## src/rtl/song_pkg.sv

```systemverilog
// rtl/song_pkg.sv - shared types, constants and pitch table builder for song_player
package song_pkg;

    typedef enum logic [2:0] {
        IDLE,
        FETCH,
        LATCH,
        TONE,
        GAP,
        ADVANCE,
        DONE
    } state_t;

    localparam logic [7:0] REST_NOTE = 8'd0;
    localparam logic [7:0] NOTE_MAX  = 8'd63;
    localparam int         TONE_W    = 20;
    localparam int         LUT_SIZE  = 64;

    // Note 33 is A4 (440 Hz); one index step is one equal-tempered semitone.
    function automatic logic [TONE_W-1:0] half_period(input int n, input int clk_hz);
        real freq;
        real hp;
        int  v;
        freq = 440.0 * (2.0 ** ((real'(n) - 33.0) / 12.0));
        hp   = real'(clk_hz) / (2.0 * freq);
        v    = $rtoi(hp + 0.5);
        if (v < 1) v = 1;
        if (v > (1 << TONE_W) - 1) v = (1 << TONE_W) - 1;
        return TONE_W'(v);
    endfunction

    function automatic logic [LUT_SIZE*TONE_W-1:0] build_period_lut(input int clk_hz);
        logic [LUT_SIZE*TONE_W-1:0] lut;
        lut = '0;
        for (int n = 0; n < LUT_SIZE; n++) begin
            lut[n*TONE_W +: TONE_W] = half_period(n, clk_hz);
        end
        return lut;
    endfunction

endpackage

```

## src/rtl/tone_gen.sv

```systemverilog
// rtl/tone_gen.sv - square-wave generator toggling every half_period enabled clocks
module tone_gen (
    input  logic                         clk,
    input  logic                         rst,
    input  logic                         en,
    input  logic [song_pkg::TONE_W-1:0]  half_period,
    output logic                         square
);

    logic [song_pkg::TONE_W-1:0] cnt;

    // Dropping en restarts the phase so a resumed tone always begins low.
    always_ff @(posedge clk) begin
        if (rst || !en) begin
            cnt    <= '0;
            square <= 1'b0;
        end else if (cnt >= half_period - 1'b1) begin
            cnt    <= '0;
            square <= ~square;
        end else begin
            cnt <= cnt + 1'b1;
        end
    end

endmodule

```

## src/rtl/song_player.sv

```systemverilog
// rtl/song_player.sv - note ROM sequencer with per-step tone/gap timing and square-wave output
module song_player
    import song_pkg::*;
#(
    parameter int CLK_HZ      = 100_000_000,
    parameter int NOTE_CYCLES = 25_000_000,
    parameter int GAP_CYCLES  = 2_500_000,
    parameter int SONG_LEN    = 255,
    parameter int LOOP        = 0
) (
    input  logic       clk,
    input  logic       rst,
    input  logic       play,
    input  logic       restart,
    output logic [7:0] rom_addr,
    input  logic [7:0] rom_note,
    output logic       audio,
    output logic [7:0] cur_note,
    output logic       busy,
    output logic       done
);

    localparam int                  STEP_W     = (NOTE_CYCLES > 1) ? $clog2(NOTE_CYCLES) : 1;
    localparam logic [STEP_W-1:0]   TONE_LAST  = STEP_W'(NOTE_CYCLES - GAP_CYCLES - 1);
    localparam logic [STEP_W-1:0]   GAP_LAST   = STEP_W'((GAP_CYCLES > 0) ? GAP_CYCLES - 1 : 0);
    localparam logic [7:0]          LAST_ADDR  = 8'(SONG_LEN - 1);
    localparam logic [LUT_SIZE*TONE_W-1:0] PERIOD_LUT = build_period_lut(CLK_HZ);

    state_t              state, state_nxt;
    logic [STEP_W-1:0]   step_cnt, step_nxt;
    logic [7:0]          addr_nxt;
    logic [7:0]          note_reg, note_nxt;
    logic                done_nxt;
    logic                sounding;
    logic                tone_en;
    logic                square;
    logic [TONE_W-1:0]   hp_sel;

    // Indices above NOTE_MAX have no table entry and play as rests.
    assign sounding = (note_reg != REST_NOTE) && (note_reg <= NOTE_MAX);
    assign hp_sel   = PERIOD_LUT[note_reg[5:0]*TONE_W +: TONE_W];
    assign tone_en  = (state == TONE) && play && !restart && sounding;
    assign audio    = square & tone_en;
    assign cur_note = ((state == TONE) && sounding) ? note_reg : REST_NOTE;
    assign busy     = (state != IDLE) && (state != DONE);

    tone_gen u_tone_gen (
        .clk         (clk),
        .rst         (rst),
        .en          (tone_en),
        .half_period (hp_sel),
        .square      (square)
    );

    always_ff @(posedge clk) begin
        if (rst) begin
            state    <= IDLE;
            step_cnt <= '0;
            rom_addr <= 8'd0;
            note_reg <= REST_NOTE;
            done     <= 1'b0;
        end else begin
            state    <= state_nxt;
            step_cnt <= step_nxt;
            rom_addr <= addr_nxt;
            note_reg <= note_nxt;
            done     <= done_nxt;
        end
    end

    // With play low every busy state holds; restart overrides everything.
    always_comb begin
        state_nxt = state;
        step_nxt  = step_cnt;
        addr_nxt  = rom_addr;
        note_nxt  = note_reg;
        done_nxt  = 1'b0;
        if (restart) begin
            state_nxt = IDLE;
            step_nxt  = '0;
            addr_nxt  = 8'd0;
            note_nxt  = REST_NOTE;
        end else begin
            case (state)
                IDLE: begin
                    if (play) state_nxt = FETCH;
                end
                FETCH: begin
                    if (play) state_nxt = LATCH;
                end
                LATCH: begin
                    if (play) begin
                        note_nxt  = rom_note;
                        step_nxt  = '0;
                        state_nxt = TONE;
                    end
                end
                TONE: begin
                    if (play) begin
                        if (step_cnt == TONE_LAST) begin
                            step_nxt  = '0;
                            state_nxt = (GAP_CYCLES > 0) ? GAP : ADVANCE;
                        end else begin
                            step_nxt = step_cnt + 1'b1;
                        end
                    end
                end
                GAP: begin
                    if (play) begin
                        if (step_cnt == GAP_LAST) begin
                            step_nxt  = '0;
                            state_nxt = ADVANCE;
                        end else begin
                            step_nxt = step_cnt + 1'b1;
                        end
                    end
                end
                ADVANCE: begin
                    if (play) begin
                        if (rom_addr == LAST_ADDR) begin
                            done_nxt = 1'b1;
                            if (LOOP != 0) begin
                                addr_nxt  = 8'd0;
                                state_nxt = FETCH;
                            end else begin
                                state_nxt = DONE;
                            end
                        end else begin
                            addr_nxt  = rom_addr + 8'd1;
                            state_nxt = FETCH;
                        end
                    end
                end
                DONE: begin
                    state_nxt = DONE;
                end
                default: begin
                    state_nxt = IDLE;
                end
            endcase
        end
    end

endmodule
```

## config.mk

```make
export PLATFORM = sky130hd
export DESIGN_NAME = song_player
export DESIGN_NICKNAME = d
export VERILOG_FILES = /design/src/rtl/song_pkg.sv /design/src/rtl/tone_gen.sv /design/src/rtl/song_player.sv
export SDC_FILE = /design/constraint.sdc
export NUM_CORES = 1
export LEC_CHECK = 0
export ABC_AREA = 1
export CORE_MARGIN = 1
export CORE_UTILIZATION = 45
export CTS_BUF_LIST = sky130_fd_sc_hd__clkbuf_4
export CTS_CLUSTER_DIAMETER = 30
export DETAILED_ROUTE_END_ITERATION = 16
export GPL_TIMING_DRIVEN = 1
export SLEW_MARGIN = 25
export SYNTH_ARGS = -nofsm -noshare
export SYNTH_HDL_FRONTEND = slang
export SYNTH_SLANG_ARGS = --single-unit
```

## constraint.sdc

```tcl
create_clock -name clk -period 6.7 [get_ports clk]
set_clock_uncertainty 0.05 [all_clocks]
set_input_delay 2.01 -clock clk [delete_from_list [all_inputs] [get_ports clk]]
set_output_delay 2.01 -clock clk [all_outputs]
set_load 0.01 [all_outputs]
```

==> metrics.md <==
| Metric | Value |
|---|---|
| Total congestion overflow | 0 |
| DR DRC count | 0 |
| Critical path class | input pin to output pin |
| R2r endpoint | u_tone_gen.cnt[2] |
| Rel. slew slack | 37.9% |
| Startpoint types | input pin |
| Leak | roughly 2.4 nW |
| Initial Util | between 40 and 50% |
| Synth async-reset ratio | 0% |
| Cell Area, Synth | ~0.0057 sq mm |
| Clock power share | between 30% and 40% |
| Via Count | 6161 |
| ANT nets after route | 0 |
| Achievable Freq | about 180 MHz |
| Critical Path Start | play |
| Sequential cell area fraction in the yosys report | a little under a quarter |
| HPWL Detailed | around 12000 um |
| Final min period | ~5500 ps |
| Status | finished clean |
| R2r setup slk | about 2500 ps |
| Syn-to-layout area delta | 7.24% |
| CP arrival | about 3400 ps |
| Htree depth | 3 |
| Synth Flop Type | dfxtp_1 |
| Max reg flops | 25 |
| Internal power | 0.483 mW |
| Root Driver | clkbuf_4 |
| First-pass GRT wire length | approximately 26000 um |
| Fin crit share | roughly 82% |
| Setup crit end | audio |
| ANT cells | 0 |
| Row cnt | 40 |
| Port Buffers | 28 |
| Final Max Slew Viols | 0 |
| Required time of the critical path | roughly 4600 ps |
| Layout cells sized above 1 | between 6 and 7% |
| Post-synth EDFFs | 0 |
| Post_cts resized | 0 |
| Io pins | 31 |
| DIE AREA | 0.0132 sq mm |
| Overall die height | 115 um |
| Starting DRC count in detailed routing | approximately 430 |
| Vias in the first global route | ~5600 |
| Initial antenna violation count | 0 |
| Largest net degree at the start of global routing | 45 |
| Seq cells post-synth | between 60 and 70 |
| Pwr dens | approximately 100 mW/mm^2 |
| Sw Share | ~25% |
| Post-DR wirelength/cell | about 14 um |
| Vias per Instance | ~5.5 |
| Clk buf depth | 2 |
| Top Registers | step_cnt x25, u_tone_gen.cnt x20 |
| Layout Nets | around 1000 |
| Cts bufs inserted | 9 |
| Final TNS setup | 0 ps |
| Post-CTS setup buffers | 0 |
| Hold Violations, Final | 0 |
| Worst-Margin Slew | between 900 and 1000 ps |
| Reg2reg start | note_reg[2] |
| Synth Area per Inst | 6.03 sq um |
| Clock latency on the worst-skew pair | 430 ps |
| Syn Inst Count | ~950 |
| Largest reg by FF count | step_cnt |
| Drt pass-1 iters | 5 |
| Comb pwr share | under 10% |
| Clock Sinks | 66 |
| Maximum vdd drop | around 0.00012 V |
| CP Capture Type | output pin |
| Sw power | about 0.16 mW |
| Number of fill cells | ~1300 |
| Die Wd | roughly 110 um |
| Max Cap Viol | 0 |
| GRT Total Usage | 25.1% |
| Setup violators final | 0 |
| Total Power | ~0.64 mW |
| Reg2Reg Depth | 22 |
| Unrepaired setup endpoints after global routing | no |
| Core area | between 0.01 and 0.015 sq mm |
| Clock transition at path regs | 100 ps |
| Max Fanout on Critical Path | 7 |
| Sequential Power Share | 61.4% |
| # hold bufs at CTS | 0 |
| Synth Warn # | 0 |
| TritonCTS clock tree | yes |
| Worst Hold Class | flip-flop to flip-flop |
| Netlist cell types | between 40 and 50 |
| Post-Route WL | around 16000 um |
| Final Wtd Congestion | around 0.9 |
==> layer usage <==
metal / wire length, um / global-route usage (%) / vias to the layer above
met5: 0 / 0 / -
met4: 456 / 10.2 / 0
met3: 639 / 4.43 / 37
met2: 7720 / 43.5 / 152
met1: 7010 / 30.8 / 2803
li1: - / - / 3169
==> how the worst min path moves through the flow <==
stage | end | slack, ps | depth (start not counted) | start
3_5_place_dp | u_tone_gen.cnt[0] | 430 | 1 | u_tone_gen.cnt[0]
2_1_floorplan | u_tone_gen.cnt[0] | 390 | 1 | u_tone_gen.cnt[0]
6_report | u_tone_gen.cnt[0] | 440 | 1 | u_tone_gen.cnt[0]
3_3_place_gp | u_tone_gen.cnt[0] | 410 | 1 | u_tone_gen.cnt[0]
5_1_grt | u_tone_gen.cnt[3] | 500 | 2 | u_tone_gen.cnt[3]
4_1_cts | u_tone_gen.cnt[0] | 450 | 1 | u_tone_gen.cnt[0]
==> cell type report <==
type | instances | area [sq um] | area share (%)
sequential | 66 | 1320 | 21.5
clock inverter | 2 | 7.51 | 0.122
tap | 168 | 210 | 3.42
inverter | 99 | 372 | 6.04
multi-input combinational | 752 | 3850 | 62.6
timing repair buffer | 32 | 310 | 5.04
clock buffer | 11 | 82.6 | 1.34
==> cells in the final DEF, fill, tap and decap left out, drive strengths merged <==
master,instances
nand3b,2
o21bai,1
nand3,116
inv,99
dfxtp,66
ha,33
nor3,37
a22oi,1
o211ai,1
mux2i,1
a31oi,5
o31ai,1
nor4,14
a211o,1
and2,1
o2111ai,1
clkdlybuf4s50,28
clkbuf,11
nand4,20
xnor2,5
a21boi,1
a22o,1
buf,4
xor2,12
and3,1
or2,4
o21ai,55
nand2,255
clkinv,2
o22ai,2
conb,2
nor2,118
a21oi,61
==> power by group through the flow <==
stage | Combinational [mW] | Clock [mW] | Sequential [mW]
floorplan | 0.0234 | 0 | 0.402
global placement | 0.0344 | 0 | 0.403
detailed placement | 0.0346 | 0 | 0.403
CTS | 0.0348 | 0.224 | 0.394
global route | 0.0389 | 0.239 | 0.394
finish | 0.0349 | 0.213 | 0.394
==> cells by family after synthesis <==
logic type               count (synthesis)  synth area share (%)
AO/OA/AOI/OAI                          131                  12.3
AND/OR/NAND/NOR                        568                  44.8
adder cells (fa/ha/maj)                 33                  7.19
other                                    1                0.0653
XOR/XNOR                                17                  2.59
multiplexers                             1                 0.174
buffers and inverters                  134                  9.94
flip-flops                              66                  23.0
==> synthesized netlist by cell type (2+ instances only) <==
cell      count  area, sq um
xor2_1       12          105
nand3_2       4         40.0
inv_1        88          330
ha_1         33          413
nand2_4       4         45.0
xnor2_1       5         43.8
a21oi_1      59          295
nor3_2        2         20.0
nor2_1      106          398
o22ai_1       2         12.5
dfxtp_1      66         1320
or2_2         2         12.5
nor4_1       14         87.6
nand3_1     112          561
inv_2        11         41.3
nor3_1       34          170
o21ai_1       4         20.0
nor2_2       11         68.8
nand4_1      20          125
clkbuf_1     14         52.6
nand2_2      11         68.8
nand2_1     240          901
a31oi_1       5         31.3
buf_6         4         45.0
o21ai_0      51          255
buf_4         7         52.6
buf_2         9         45.0
==> metrics by stage <==
step	hold slack, ps	cells	instance area, sq um	worst slack, ps	utilization (%)
6_report	444	1130	6150	1200	50.4
5_1_grt	495	1130	6150	1150	50.4
4_1_cts	450	1130	6150	1190	50.4
3_5_place_dp	428	1117	6060	1190	49.7
3_3_place_gp	406	1117	6060	1220	49.7
2_1_floorplan	391	952	5740	2110	-
==> critical path, cell delays in order <==
cell and delay (ps):
clkdlybuf4s50_1 450, inv_1 130, nor4_1 260, clkdlybuf4s50_1 580
No activity file was read; power rests on OpenSTA's default activity.
